==> src/rtl/evict_buffer_pkg.sv <==
// Shared LC-3b cache types for the write-back eviction buffer.
// Line, tag-address and drain FSM state definitions.
package evict_buffer_pkg;

  localparam int LINE_W = 128;
  localparam int TAG_W  = 12;

  typedef logic [LINE_W-1:0] lc3b_c_line;
  typedef logic [TAG_W-1:0]  lc3b_c_tagaddr;

  typedef enum logic {
    EVB_IDLE,
    EVB_WRITE
  } evb_state_t;

endpackage

==> src/rtl/evict_fifo.sv <==
// Circular storage for evicted lines: tag + data per slot,
// head/tail pointers, entry count and per-slot valid bits.
module evict_fifo
  import evict_buffer_pkg::*;
#(
  parameter int DEPTH = 4,
  parameter int width = 128,
  localparam int PW = $clog2(DEPTH),
  localparam int CW = PW + 1
) (
  input  logic                          clk,
  input  logic                          rst,
  input  logic                          push,
  input  logic [TAG_W-1:0]              push_tag,
  input  logic [width-1:0]              push_data,
  input  logic                          pop,
  output logic                          full,
  output logic [CW-1:0]                 count,
  output logic [PW-1:0]                 head,
  output logic [DEPTH-1:0]              valid,
  output logic [DEPTH-1:0][TAG_W-1:0]   tags,
  output logic [DEPTH-1:0][width-1:0]   datas,
  output logic [TAG_W-1:0]              head_tag,
  output logic [width-1:0]              head_data
);

  logic [PW-1:0] tail;
  logic          do_push;
  logic          do_pop;

  // full comes from the registered count, so a same-cycle pop never frees a slot
  assign full      = (count == CW'(DEPTH));
  assign do_push   = push && !full;
  assign do_pop    = pop && (count != '0);
  assign head_tag  = tags[head];
  assign head_data = datas[head];

  always_ff @(posedge clk) begin
    if (rst) begin
      head  <= '0;
      tail  <= '0;
      count <= '0;
      valid <= '0;
    end else begin
      if (do_pop) begin
        valid[head] <= 1'b0;
        head        <= head + PW'(1);
      end
      if (do_push) begin
        valid[tail] <= 1'b1;
        tags[tail]  <= push_tag;
        datas[tail] <= push_data;
        tail        <= tail + PW'(1);
      end
      unique case ({do_push, do_pop})
        2'b10:   count <= count + CW'(1);
        2'b01:   count <= count - CW'(1);
        default: count <= count;
      endcase
    end
  end

endmodule

==> src/rtl/evict_buffer.sv <==
// Write-back eviction buffer: FIFO of dirty lines drained to pmem in order.
// Optional forwarding lookup enabled by EVICT_BUFFER_FWD_EN.
module evict_buffer
  import evict_buffer_pkg::*;
#(
  parameter int DEPTH = 4,
  parameter int width = 128
) (
  input  logic                     clk,
  input  logic                     rst,
  input  logic                     push,
  input  logic [15:0]              push_addr,
  input  logic [width-1:0]         push_data,
  output logic                     full,
  output logic                     empty,
  output logic [$clog2(DEPTH):0]   count,
  output logic                     pmem_write,
  output logic [15:0]              pmem_address,
  output logic [width-1:0]         pmem_wdata,
  input  logic                     pmem_resp,
  input  logic [15:0]              lookup_addr,
  output logic                     lookup_hit,
  output logic [width-1:0]         lookup_data
);

  localparam int PW = $clog2(DEPTH);

  evb_state_t                    state_q;
  evb_state_t                    state_d;
  logic                          pop;
  logic [PW-1:0]                 head;
  logic [DEPTH-1:0]              valid;
  logic [DEPTH-1:0][TAG_W-1:0]   tags;
  logic [DEPTH-1:0][width-1:0]   datas;
  lc3b_c_tagaddr                 head_tag;
  logic [width-1:0]              head_data;
  logic                          unused_lo;

  assign unused_lo = ^push_addr[3:0];

  evict_fifo #(
    .DEPTH (DEPTH),
    .width (width)
  ) u_fifo (
    .clk       (clk),
    .rst       (rst),
    .push      (push),
    .push_tag  (push_addr[15:4]),
    .push_data (push_data),
    .pop       (pop),
    .full      (full),
    .count     (count),
    .head      (head),
    .valid     (valid),
    .tags      (tags),
    .datas     (datas),
    .head_tag  (head_tag),
    .head_data (head_data)
  );

  always_ff @(posedge clk) begin
    if (rst) state_q <= EVB_IDLE;
    else     state_q <= state_d;
  end

  // IDLE always lasts a cycle, leaving a pmem_write gap between lines
  always_comb begin
    state_d = state_q;
    pop     = 1'b0;
    unique case (state_q)
      EVB_IDLE: begin
        if (count != '0) state_d = EVB_WRITE;
      end
      EVB_WRITE: begin
        if (pmem_resp) begin
          pop     = 1'b1;
          state_d = EVB_IDLE;
        end
      end
      default: state_d = EVB_IDLE;
    endcase
  end

  assign pmem_write   = (state_q == EVB_WRITE);
  assign pmem_address = pmem_write ? {head_tag, 4'b0000} : '0;
  assign pmem_wdata   = pmem_write ? head_data : '0;
  assign empty        = (count == '0) && (state_q == EVB_IDLE);

`ifdef EVICT_BUFFER_FWD_EN
  lc3b_c_tagaddr  look_tag;
  logic [PW-1:0]  idx;
  logic           unused_fwd;

  assign look_tag   = lookup_addr[15:4];
  assign unused_fwd = ^lookup_addr[3:0];

  // walk oldest to youngest so the last match is the newest copy
  always_comb begin
    lookup_hit  = 1'b0;
    lookup_data = '0;
    idx         = head;
    for (int i = 0; i < DEPTH; i++) begin
      idx = head + PW'(i);
      if (valid[idx] && (tags[idx] == look_tag)) begin
        lookup_hit  = 1'b1;
        lookup_data = datas[idx];
      end
    end
  end
`else
  logic unused_fwd;

  assign unused_fwd  = ^{lookup_addr, valid, tags, datas, head};
  assign lookup_hit  = 1'b0;
  assign lookup_data = '0;
`endif

endmodule

==> config.mk <==
export PLATFORM = sky130hd
export DESIGN_NAME = evict_buffer
export DESIGN_NICKNAME = d
export VERILOG_FILES = /design/src/rtl/evict_buffer_pkg.sv /design/src/rtl/evict_fifo.sv /design/src/rtl/evict_buffer.sv
export SDC_FILE = /design/constraint.sdc
export NUM_CORES = 1
export LEC_CHECK = 0
export ABC_AREA = 1
export CAP_MARGIN = 30
export CORE_MARGIN = 2
export CORE_UTILIZATION = 55
export CTS_BUF_LIST = sky130_fd_sc_hd__clkbuf_4 sky130_fd_sc_hd__clkbuf_8
export DETAILED_ROUTE_END_ITERATION = 7
export PLACE_DENSITY = 0.84
export SYNTH_ARGS = -nofsm -noshare
export SYNTH_HDL_FRONTEND = slang
export SYNTH_SLANG_ARGS = --single-unit
==> constraint.sdc <==
create_clock -name clk -period 13.6 [get_ports clk]
set_clock_uncertainty 0.05 [all_clocks]
set_input_delay 2.72 -clock clk [delete_from_list [all_inputs] [get_ports clk]]
set_output_delay 2.72 -clock clk [all_outputs]
set_load 0.01 [all_outputs]
==> results of run 1 <==
## sequential cells by signal, summed over array words and instances (netlist names)
name and flops:
pmem_write 1, u_fifo.tags 48, u_fifo.count 3, u_fifo.datas 512, u_fifo.head 2, u_fifo.tail 2
## cell usage after synthesis, drive strengths merged
master / instances / area [um^2]
nor2: 572 / 2150
ha: 5 / 62.6
inv: 22 / 82.6
nand2: 16 / 60.1
a21oi: 145 / 726
clkinv: 1 / 3.75
fa: 1 / 20.0
nand3b: 1 / 7.51
nand3: 6 / 30.0
conb: 1 / 3.75
o21ai: 282 / 1410
buf: 201 / 1560
dfxtp: 8 / 160
edfxtp: 560 / 16800
clkbuf: 41 / 178
## layout by cell type, fill, tap and decap left out, types with 2 or more instances in the layout
master / n
dfxtp_1: 6
nand3_1: 6
clkinv_1: 14
clkinv_2: 6
ha_1: 5
bufinv_16: 3
o21ai_1: 214
nor2_4: 4
conb_1: 133
clkbuf_8: 95
clkdlybuf4s50_1: 289
inv_1: 20
inv_4: 2
buf_4: 19
clkbuf_4: 33
dfxtp_4: 2
buf_16: 3
o21ai_0: 68
edfxtp_1: 560
nor2_1: 568
diode_2: 8
a21oi_1: 145
nand2_1: 16
## per-layer routing
layer,GRT usage,vias up,routed length (um)
met2,0.416,711,27500
met5,0,-,0
met1,0.288,7225,20400
met4,0.121,0,1960
li1,-,6865,-
met3,0.0546,121,3970
## cell families after synthesis
| kind of cell | share of synthesized area |
|---|---|
| DFF | 0.730 |
| other | 0.000161 |
| buffers and inverters | 0.0785 |
| AOI/OAI and AO/OA | 0.0918 |
| adders and majority gates | 0.00355 |
| and+or+nand+nor | 0.0965 |
## final timing paths
| check | to | start | depth (start not counted) |
|---|---|---|---|
| setup / recovery | pmem_wdata[29] | u_fifo.head[0]$_SDFFE_PP0P_ | 7 |
| hold / removal | u_fifo.count[0]$_SDFFE_PP0P_ | u_fifo.count[0]$_SDFFE_PP0P_ | 2 |
| setup reg to reg | u_fifo.datas[244]$_DFFE_PP_ | u_fifo.count[1]$_SDFFE_PP0P_ | 8 |
| hold reg to reg | u_fifo.count[0]$_SDFFE_PP0P_ | u_fifo.count[0]$_SDFFE_PP0P_ | 2 |
## through the flow
stage	instances	cell area [um^2]
after global placement	2599	25800
after detailed placement	2601	25800
final	2765	27700
after CTS	2755	27600
after floorplan	1994	23800
after global routing	2764	27700
## power groups by stage
stage	clock network [mW]	registers (mW)	logic, mW
final	1.42	2.00	0.479
after global routing	1.52	2.00	0.518
after CTS	1.44	2.00	0.478
after detailed placement	0	2.04	0.473
after global placement	0	2.03	0.459
after floorplan	0	2.04	0.270
## worst max-delay path, cell delays in order (launching register included)
cell and delay, ps:
dfxtp_4 590, buf_4 780, buf_4 880, nor2_1 150, nor2_1 150, o21ai_0 150
a21oi_1 210, clkdlybuf4s50_1 580
## area by class of cell
type                       count  share of cell area
multi-input combinational   1161               0.181
clock inverter                26             0.00715
tap                          539              0.0244
clock buffer                 128              0.0562
sequential                   568               0.614
antenna                        8            0.000724
timing repair buffer         312               0.113
inverter                      23             0.00357
==> load_flow_metrics.sql, run 1 <==
INSERT INTO impl_metrics (metric_group, metric, value, unit) VALUES
('worst_setup_path', 'critPathArrivalTime', '4260', 'ps'),
('global_routing', 'antenna_violations_before_repair', '8', ''),
('global_routing', 'number_of_global_route_vias_before_repair', '14840', ''),
('global_routing', 'total_track_usage', '0.242', ''),
('routing', 'via_count', '14922', ''),
('timing', 'maxSlewHeadroom', '0.299', ''),
('pwr', 'power.sequential.fraction', '0.513', ''),
('global_routing', 'globalRouteOverflowTotal', '0', ''),
('routing', 'number_of_nets_with_antenna_violations_after_detailed_routing', '0', ''),
('synthesis', 'syn-mean-instance-area', '12.5', 'um^2'),
('final_layout', 'finalNetCount', '2323', ''),
('worst_setup_path', 'timing_worst_setup_path_type', 'flip-flop to primary output', ''),
('cts', 'ctsHtreeMaxLevel', '3', ''),
('cts', 'clkSlewWorstSetupHoldPaths', '60', 'ps'),
('timing', 'clock.fmax', '142', 'MHz'),
('final_layout', 'drive_above_1_share', '0.0775', ''),
('routing', 'wl_per_cell', '19.5', 'um'),
('worst_setup_path', 'setup.worst_path.start_class', 'flip-flop', ''),
('worst_setup_path', 'critical_path_peak_fanout', '94', ''),
('placed_design', 'post_placement_setup_slack', '7200', 'ps'),
('timing', 'post-route-period-util', '0.517', ''),
('timing', 'timing.setup.tns', '0', 'ps'),
('timing', 'final_max_slew_viol_count', '0', ''),
('final_layout', 'utilization_of_the_core_after_routing', '0.661', ''),
('routing', 'post_drt_via_cell_ratio', '5.40', ''),
('synthesis', 'synth.distinct_cells', '21', ''),
('routing', 'drt_drc_violations_left', '0', ''),
('final_layout', 'final-seq-area', '17000', 'um^2'),
('pwr', 'net-switching-power', '0.933', 'mW'),
('timing', 'timing_hold_violations_final', '0', ''),
('pwr', 'irDropWorstVdd', '0.0000968', 'V'),
('cts', 'cts.repair.resized', '0', ''),
('cts', 'clkSinkCount', '568', ''),
('routing', 'detailedRoute.firstIterationViolations', '1151', ''),
('pwr', 'comb_power_share', '0.123', ''),
('status', 'run_status', 'finished, final reports clean', ''),
('floorplanning', 'floorplan.io_pins', '443', ''),
('placed_design', 'finalWeightedCongestion', '0.786', ''),
('synthesis', 'warning_count_from_the_yosys_run', '0', ''),
('cts', 'cts_hold_buf', '0', ''),
('cts', 'tritoncts', 'yes', ''),
('cts', 'clk_latency', '660', 'ps'),
('routing', 'finalWirelength', '53800', 'um'),
('placed_design', 'portBuffers', '289', ''),
('timing', 'holdWs', '522', 'ps'),
('floorplanning', 'die_h', '210', 'um'),
('floorplanning', 'die_w', '210', 'um'),
('timing', 'final.min_clock_period', '7030', 'ps'),
('pwr', 'leakagePower', '9.62', 'nW'),
('timing', 'timing.final.setup_violations', '0', ''),
('floorplanning', 'floorplan.core_area', '41900', 'um^2'),
('cts', 'cts_root_buf', 'clkbuf_8', ''),
('floorplanning', 'die-area', '44000', 'um^2'),
('final_layout', 'areaGrowthSynthToFinish', '18.9', '%'),
('worst_setup_path', 'timing.critical_path.required', '10830', 'ps'),
('job', 'cap_viol_max_count', '0', ''),
('cts', 'numCtsBuffers', '87', ''),
('pwr', 'power.internal', '2.96', 'mW'),
('final_layout', 'multi_input_area', '4990', 'um^2'),
('pwr', 'swShare', '0.240', ''),
('pwr', 'total_power', '3.89', 'mW'),
('cts', 'cts_setup_buffers', '0', ''),
('global_routing', 'largest_net_degree_at_the_start_of_global_routing', '185', ''),
('pwr', 'pwr-share-clk', '0.364', ''),
('synthesis', 'synthCells', '1862', ''),
('worst_setup_path', 'critPathCaptureType', 'primary output', ''),
('cts', 'cts-root-to-sink-buffers', '3', ''),
('synthesis', 'synth-seq-area-share', '0.730', ''),
('placed_design', 'dp.final_hpwl', '30000', 'um'),
('synthesis', 'number_of_storage_elements_in_the_synthesis_netlist', '568', ''),
('floorplanning', 'floorplan.rows', '75', ''),
('timing', 'rsz0062_at_grt', 'no', ''),
('global_routing', 'first_pass_grt_wire_length', '80800', 'um'),
('timing', 'worst_pin_slew', '1050', 'ps'),
('floorplanning', 'initial_core_util', '0.556', ''),
('synthesis', 'netlist_area_before_placement', '23300', 'um^2'),
('pwr', 'power-per-cell-area', '141', 'nW/um^2'),
('final_layout', 'fillCellCount', '2848', ''),
('worst_setup_path', 'setup.reg_to_reg.worst_slack', '10550', 'ps'),
('timing', 'finalWorstSetupSlack', '6570', 'ps'),
('min_path', 'min-delay-path-class', 'flip-flop to flip-flop', ''),
('routing', 'drt_pass1_iterations', '5', '');
Note: power is estimated with default switching activity, not from simulation.
==> run 2: changes to the inputs <==
--- a/config.mk
+++ b/config.mk
@@ -8,10 +8,10 @@
 export ABC_AREA = 1
 export CAP_MARGIN = 30
 export CORE_MARGIN = 2
-export CORE_UTILIZATION = 55
+export CORE_UTILIZATION = 54
 export CTS_BUF_LIST = sky130_fd_sc_hd__clkbuf_4 sky130_fd_sc_hd__clkbuf_8
 export DETAILED_ROUTE_END_ITERATION = 7
-export PLACE_DENSITY = 0.84
+export PLACE_DENSITY = 0.82
 export SYNTH_ARGS = -nofsm -noshare
 export SYNTH_HDL_FRONTEND = slang
 export SYNTH_SLANG_ARGS = --single-unit
==> constraint.sdc (replaced) <==
create_clock -name clk -period 6.9 [get_ports clk]
set_clock_uncertainty 0.05 [all_clocks]
set_input_delay 1.38 -clock clk [delete_from_list [all_inputs] [get_ports clk]]
set_output_delay 1.38 -clock clk [all_outputs]
set_load 0.01 [all_outputs]
==> run 2 against run 1 <==
Compared with the run above: largest power group unchanged; cell count up 0.36%; total power up 94%; sequential power up 97%; sequential cell count unchanged; largest cell class unchanged; hold slack worse by 4.6 ps; worst setup slack worse by 4700 ps; critical path type unchanged; wire length down 1.7%; critical path depth down 1; core utilization down 1.6 points; count of clock-buffer cells in the layout down 5.
==> load_flow_metrics.sql, run 2 (synthesis results as in run 1) <==
INSERT INTO impl_metrics (metric_group, metric, value, unit) VALUES
('cts', 'clkSinkCount', '568', ''),
('cts', 'clkSlewWorstSetupHoldPaths', '60', 'ps'),
('timing', 'worst_pin_slew', '1000', 'ps'),
('min_path', 'worst_hold_depth', '2', ''),
('routing', 'post_drt_via_cell_ratio', '5.33', ''),
('final_layout', 'largest_register_ff_count', '512', ''),
('worst_setup_path', 'rr_startpoint', 'u_fifo.count[1]$_SDFFE_PP0P_', ''),
('final_layout', 'largest_reg_by_ff_count', 'u_fifo.datas', ''),
('timing', 'final_max_slew_viol_count', '0', ''),
('timing', 'timing.final.setup_violations', '0', ''),
('routing', 'detailedRoute.firstIterationViolations', '976', ''),
('timing', 'maxSlewHeadroom', '0.332', ''),
('final_layout', 'layout_commonest_cell', 'nor2_1', ''),
('final_layout', 'utilization_of_the_core_after_routing', '0.645', ''),
('timing', 'final.min_clock_period', '5050', 'ps'),
('pwr', 'total_power', '7.54', 'mW'),
('cts', 'cts.repair.resized', '0', ''),
('worst_setup_path', 'setup.worst_path.start_class', 'flip-flop', ''),
('worst_setup_path', 'timing_worst_setup_path_type', 'flip-flop to primary output', ''),
('floorplanning', 'die_h', '212', 'um'),
('cts', 'cts_hold_buf', '0', ''),
('cts', 'clk_latency', '670', 'ps'),
('routing', 'number_of_nets_with_antenna_violations_after_detailed_routing', '0', ''),
('pwr', 'leakagePower', '9.56', 'nW'),
('final_layout', 'multi_input_area', '4990', 'um^2'),
('timing', 'clock.fmax', '198', 'MHz'),
('final_layout', 'finish.cell_count_without_fillers', '2775', ''),
('placed_design', 'portBuffers', '289', ''),
('worst_setup_path', 'critPathCaptureType', 'primary output', ''),
('timing', 'timing_hold_violations_final', '0', ''),
('timing', 'post-route-period-util', '0.732', ''),
('timing', 'finalWorstSetupSlack', '1850', 'ps'),
('min_path', 'min-delay-path-class', 'flip-flop to flip-flop', ''),
('pwr', 'irDropWorstVdd', '0.000263', 'V'),
('global_routing', 'largest_net_degree_at_the_start_of_global_routing', '150', ''),
('floorplanning', 'floorplan.io_pins', '443', ''),
('routing', 'wl_per_cell', '19.1', 'um'),
('floorplanning', 'initial_core_util', '0.544', ''),
('routing', 'drt_pass1_iterations', '5', ''),
('cts', 'cts_root_buf', 'clkbuf_8', ''),
('worst_setup_path', 'timing.critical_path.required', '5470', 'ps'),
('timing', 'rsz0062_at_grt', 'no', ''),
('worst_setup_path', 'critical_path_peak_fanout', '123', ''),
('cts', 'tritoncts', 'yes', ''),
('global_routing', 'total_track_usage', '0.234', ''),
('worst_setup_path', 'regToRegEndpoint', 'u_fifo.datas[455]$_DFFE_PP_', ''),
('placed_design', 'dp.final_hpwl', '29900', 'um'),
('cts', 'numCtsBuffers', '89', ''),
('floorplanning', 'floorplan.rows', '76', ''),
('final_layout', 'fillCellCount', '2974', ''),
('final_layout', 'finalNetCount', '2326', ''),
('final_layout', 'top_regs', 'u_fifo.datas x512, u_fifo.tags x48, u_fifo.count x3', ''),
('worst_setup_path', 'setup.reg_to_reg.worst_slack', '4000', 'ps'),
('placed_design', 'finalWeightedCongestion', '0.783', ''),
('floorplanning', 'floorplan.core_area', '42800', 'um^2'),
('worst_setup_path', 'reg2regPathDepth', '8', ''),
('final_layout', 'final-seq-area', '17000', 'um^2'),
('cts', 'ctsHtreeMaxLevel', '3', ''),
('floorplanning', 'die-area', '44800', 'um^2'),
('global_routing', 'globalRouteOverflowTotal', '0', ''),
('routing', 'via_count', '14802', ''),
('job', 'cap_viol_max_count', '0', ''),
('routing', 'finalWirelength', '52900', 'um'),
('min_path', 'holdPathEnd', 'u_fifo.tail[0]$_SDFFE_PP0P_', ''),
('final_layout', 'drive_above_1_share', '0.0770', ''),
('global_routing', 'first_pass_grt_wire_length', '79000', 'um'),
('global_routing', 'number_of_global_route_vias_before_repair', '14688', ''),
('worst_setup_path', 'critPathArrivalTime', '3620', 'ps'),
('global_routing', 'antenna_violations_before_repair', '9', ''),
('timing', 'holdWs', '518', 'ps'),
('min_path', 'timing.hold.worst.start', 'u_fifo.tail[0]$_SDFFE_PP0P_', ''),
('pwr', 'power-per-cell-area', '273', 'nW/um^2'),
('floorplanning', 'die_w', '212', 'um'),
('final_layout', 'areaGrowthSynthToFinish', '18.5', '%'),
('cts', 'cts-root-to-sink-buffers', '3', ''),
('final_layout', 'layout.cells.most_common_list', 'nor2_1 (568), edfxtp_1 (560), clkdlybuf4s50_1 (289), o21ai_1 (214), a21oi_1 (145)', ''),
('placed_design', 'count_of_placed_standard_cells_including_taps', '2611', ''),
('routing', 'drt_drc_violations_left', '0', ''),
('placed_design', 'post_placement_setup_slack', '2510', 'ps'),
('cts', 'cts_setup_buffers', '0', ''),
('status', 'run_status', 'finished, final reports clean', '');
run 2: worst max-delay path, cell delays in order, from the launching register on:
cell and delay, ps:
dfxtp_4 580, inv_8 410, buf_16 430, buf_4 480, o21ai_0 180, a21oi_1 190, clkdlybuf4s50_1 590
run 2: how the worst max path moves through the flow:
stage                                           start                        end  slack [ps]  cells after the start
after floorplan                                   rst  u_fifo.datas[0]$_DFFE_PP_       -1240                      3
after global placement    u_fifo.head[0]$_SDFFE_PP0P_              pmem_wdata[0]        2510                      5
after detailed placement  u_fifo.head[0]$_SDFFE_PP0P_            pmem_wdata[109]        2510                      6
after CTS                 u_fifo.head[0]$_SDFFE_PP0P_            pmem_wdata[102]        1730                      6
after global routing      u_fifo.head[0]$_SDFFE_PP0P_            pmem_wdata[109]        1610                      6
final                     u_fifo.head[0]$_SDFFE_PP0P_            pmem_wdata[102]        1850                      6
run 2: stage by stage:
stage,cell area [um^2],setup TNS [ps]
final,27600,0
after global routing,27600,0
after CTS,27600,0
after detailed placement,25900,0
after global placement,25800,0
after floorplan,23800,-696660
run 2: cell type report:
cell class / count / share of cell area
flip-flops and latches: 568 / 0.616
multi-input cells: 1161 / 0.181
repair buffers: 313 / 0.114
clock buffers: 123 / 0.0537
well taps: 546 / 0.0248
clock inverters: 34 / 0.00680
inverters: 23 / 0.00358
diodes: 7 / 0.000635
run 2: where the power goes:
part           switching (mW)  leakage, nW  total, mW  internal (mW)
clock                    1.26        0.884       2.65           1.39
sequential             0.0380         5.15       3.94           3.91
combinational           0.559         3.53      0.938          0.379
total                    1.86         9.56       7.54           5.68
run 2: routing by layer:
layer	vias up	track usage	wire length (um)
met5	-	0	44
met4	6	0.130	2050
met3	129	0.0601	4220
met2	676	0.397	26800
met1	7117	0.273	19700
li1	6874	-	-
==> run 3: changes to the inputs <==
--- a/config.mk
+++ b/config.mk
@@ -8,10 +8,10 @@
 export ABC_AREA = 1
 export CAP_MARGIN = 30
 export CORE_MARGIN = 2
-export CORE_UTILIZATION = 54
+export CORE_UTILIZATION = 49
 export CTS_BUF_LIST = sky130_fd_sc_hd__clkbuf_4 sky130_fd_sc_hd__clkbuf_8
 export DETAILED_ROUTE_END_ITERATION = 7
-export PLACE_DENSITY = 0.82
+export PLACE_DENSITY = 0.79
 export SYNTH_ARGS = -nofsm -noshare
 export SYNTH_HDL_FRONTEND = slang
 export SYNTH_SLANG_ARGS = --single-unit
==> constraint.sdc (replaced) <==
create_clock -name clk -period 4.35 [get_ports clk]
set_clock_uncertainty 0.05 [all_clocks]
set_input_delay 0.87 -clock clk [delete_from_list [all_inputs] [get_ports clk]]
set_output_delay 0.87 -clock clk [all_outputs]
set_load 0.01 [all_outputs]
==> run 3 against run 2 <==
Compared with the run above: first-iteration DRC count is 15% higher; sequential cell count stayed put; global-route usage is 2.5 points lower; combinational power is 61% higher; register-to-register slack got worse by 2000 ps; sequential power rose by 58%.
==> load_flow_metrics.sql, run 3 (synthesis results as in run 1) <==
INSERT INTO impl_metrics (metric_group, metric, value, unit) VALUES
('final_layout', 'areaGrowthSynthToFinish', '19.6', '%'),
('final_layout', 'drive_above_1_share', '0.0790', ''),
('cts', 'cts_hold_buf', '0', ''),
('worst_setup_path', 'timing.critical_path.mode_cell', 'nor2_1', ''),
('cts', 'cts_root_buf', 'clkbuf_8', ''),
('floorplanning', 'initial_core_util', '0.498', ''),
('global_routing', 'total_track_usage', '0.209', ''),
('worst_setup_path', 'setup.worst_path.start_class', 'flip-flop', ''),
('cts', 'clkSlewWorstSetupHoldPaths', '60', 'ps'),
('final_layout', 'top_regs', 'u_fifo.datas x512, u_fifo.tags x48, u_fifo.count x3', ''),
('pwr', 'comb_power_share', '0.125', ''),
('worst_setup_path', 'slowest_delay', '640', 'ps'),
('placed_design', 'portBuffers', '289', ''),
('floorplanning', 'die_w', '222', 'um'),
('timing', 'timing.final.setup_violations', '0', ''),
('timing', 'worst_pin_slew', '848', 'ps'),
('final_layout', 'final-seq-area', '17000', 'um^2'),
('min_path', 'min-delay-path-class', 'flip-flop to flip-flop', ''),
('routing', 'highest-signal-layer', 'met5', ''),
('timing', 'timing_hold_violations_final', '0', ''),
('cts', 'cts.repair.resized', '0', ''),
('placed_design', 'post_placement_setup_slack', '1260', 'ps'),
('timing', 'rsz0062_at_grt', 'no', ''),
('cts', 'ctsHtreeMaxLevel', '3', ''),
('pwr', 'swShare', '0.241', ''),
('cts', 'cts_setup_buffers', '0', ''),
('routing', 'wl_per_cell', '18.6', 'um'),
('final_layout', 'finalNetCount', '2332', ''),
('routing', 'drt_pass1_iterations', '5', ''),
('pwr', 'power-per-cell-area', '434', 'nW/um^2'),
('final_layout', 'layout.cells.most_common_list', 'nor2_1 (568), edfxtp_1 (560), clkdlybuf4s50_1 (289), o21ai_1 (214), a21oi_1 (145)', ''),
('final_layout', 'multi_input_area', '4990', 'um^2'),
('final_layout', 'largest_reg_by_ff_count', 'u_fifo.datas', ''),
('placed_design', 'finalWeightedCongestion', '0.800', ''),
('routing', 'detailed_routing_wirelength_on_met1', '20900', 'um'),
('timing', 'clock.fmax', '266', 'MHz'),
('final_layout', 'largest_register_ff_count', '512', ''),
('pwr', 'net-switching-power', '2.91', 'mW'),
('final_layout', 'finish.cell_count_without_fillers', '2839', ''),
('floorplanning', 'floorplan.io_pins', '443', ''),
('routing', 'via_count', '14759', ''),
('pwr', 'pwr-share-clk', '0.358', ''),
('timing', 'maxSlewHeadroom', '0.435', ''),
('routing', 'number_of_nets_with_antenna_violations_after_detailed_routing', '0', ''),
('placed_design', 'dp.final_hpwl', '29600', 'um'),
('global_routing', 'number_of_global_route_vias_before_repair', '14451', ''),
('final_layout', 'layout_commonest_cell', 'nor2_1', ''),
('cts', 'clkSinkCount', '568', ''),
('routing', 'routed_length_on_met2', '26700', 'um'),
('floorplanning', 'floorplan.rows', '79', ''),
('routing', 'post_drt_via_cell_ratio', '5.20', ''),
('timing', 'post-route-period-util', '0.866', ''),
('routing', 'finalWirelength', '52700', 'um'),
('cts', 'numCtsBuffers', '91', ''),
('worst_setup_path', 'critical_path.cell_chain', 'buf_4, nor2_1, nor2_1, o21ai_1, a21oi_1, clkdlybuf4s50_1', ''),
('worst_setup_path', 'timing_worst_setup_path_type', 'flip-flop to primary output', ''),
('cts', 'cts-root-to-sink-buffers', '3', ''),
('cts', 'tritoncts', 'yes', ''),
('final_layout', 'fillCellCount', '3518', ''),
('worst_setup_path', 'critPathCaptureType', 'primary output', ''),
('cts', 'clk_latency', '660', 'ps'),
('routing', 'routed-wl-met3', '3740', 'um'),
('placed_design', 'count_of_placed_standard_cells_including_taps', '2676', ''),
('worst_setup_path', 'critical_path_peak_fanout', '68', ''),
('floorplanning', 'die-area', '49300', 'um^2'),
('pwr', 'total_power', '12.1', 'mW'),
('pwr', 'irDropWorstVdd', '0.000311', 'V'),
('pwr', 'leakagePower', '9.63', 'nW'),
('global_routing', 'globalRouteOverflowTotal', '0', ''),
('worst_setup_path', 'timing.critical_path.required', '3430', 'ps'),
('floorplanning', 'floorplan.core_area', '46800', 'um^2'),
('worst_setup_path', 'critPathSlowestCell', 'clkdlybuf4s50_1', ''),
('pwr', 'power.sequential.fraction', '0.517', ''),
('routing', 'drt_drc_violations_left', '0', ''),
('global_routing', 'largest_net_degree_at_the_start_of_global_routing', '143', ''),
('pwr', 'power.internal', '9.16', 'mW'),
('timing', 'finalWorstSetupSlack', '584', 'ps'),
('worst_setup_path', 'critPathArrivalTime', '2850', 'ps'),
('global_routing', 'antenna_violations_before_repair', '11', ''),
('job', 'cap_viol_max_count', '0', ''),
('timing', 'final.min_clock_period', '3770', 'ps'),
('global_routing', 'first_pass_grt_wire_length', '79200', 'um'),
('status', 'run_status', 'finished, final reports clean', ''),
('floorplanning', 'die_h', '222', 'um'),
('timing', 'final_max_slew_viol_count', '0', ''),
('routing', 'detailedRoute.firstIterationViolations', '1125', '');
run 3: path summary, 6_finish.rpt:
path | start | end | slack [ps] | cells past startpoint
worst max-delay path | u_fifo.head[0]$_SDFFE_PP0P_ | pmem_wdata[67] | 580 | 6
worst min-delay path | u_fifo.tail[1]$_SDFFE_PP0P_ | u_fifo.tail[1]$_SDFFE_PP0P_ | 490 | 2
worst max register to register | u_fifo.count[1]$_SDFFE_PP0P_ | u_fifo.datas[424]$_DFFE_PP_ | 2000 | 7
worst min register to register | u_fifo.tail[1]$_SDFFE_PP0P_ | u_fifo.tail[1]$_SDFFE_PP0P_ | 490 | 2
run 3: worst max-delay path, delay by kind of cell, from the launching register on:
family | cells | cell delay, ps
buf+inv | 2 | 1220
flops | 1 | 420
compound gates | 2 | 270
simple gates | 2 | 210
run 3: area by class of cell:
cell class / instances / area share
well taps: 607 / 0.0273
clock inverters: 36 / 0.00769
inverters: 23 / 0.00355
clock buffers: 123 / 0.0541
diodes: 4 / 0.000360
multi-input cells: 1161 / 0.179
flip-flops and latches: 568 / 0.610
repair buffers: 317 / 0.117
run 3: stage by stage:
stage	utilization	hold slack [ps]	TNS, ps	area, um^2
after floorplan	-	452	-540320	23800
after global placement	0.558	480	0	26100
after detailed placement	0.558	487	0	26100
after CTS	0.595	493	0	27800
after global routing	0.595	539	0	27800
final	0.595	489	0	27800
run 3: power by group through the flow:
stage | logic, mW | clock network [mW] | registers, mW
2_1_floorplan | 0.845 | 0 | 6.36
3_3_place_gp | 1.48 | 0 | 6.34
3_5_place_dp | 1.51 | 0 | 6.35
4_1_cts | 1.52 | 4.43 | 6.24
5_1_grt | 1.63 | 4.67 | 6.25
6_report | 1.51 | 4.32 | 6.24
run 3: metal layers:
| layer | GRT usage | vias up |
|---|---|---|
| met5 | 0 | - |
| met3 | 0.0489 | 100 |
| li1 | - | 6886 |
| met4 | 0.0833 | 12 |
| met2 | 0.362 | 605 |
| met1 | 0.255 | 7156 |
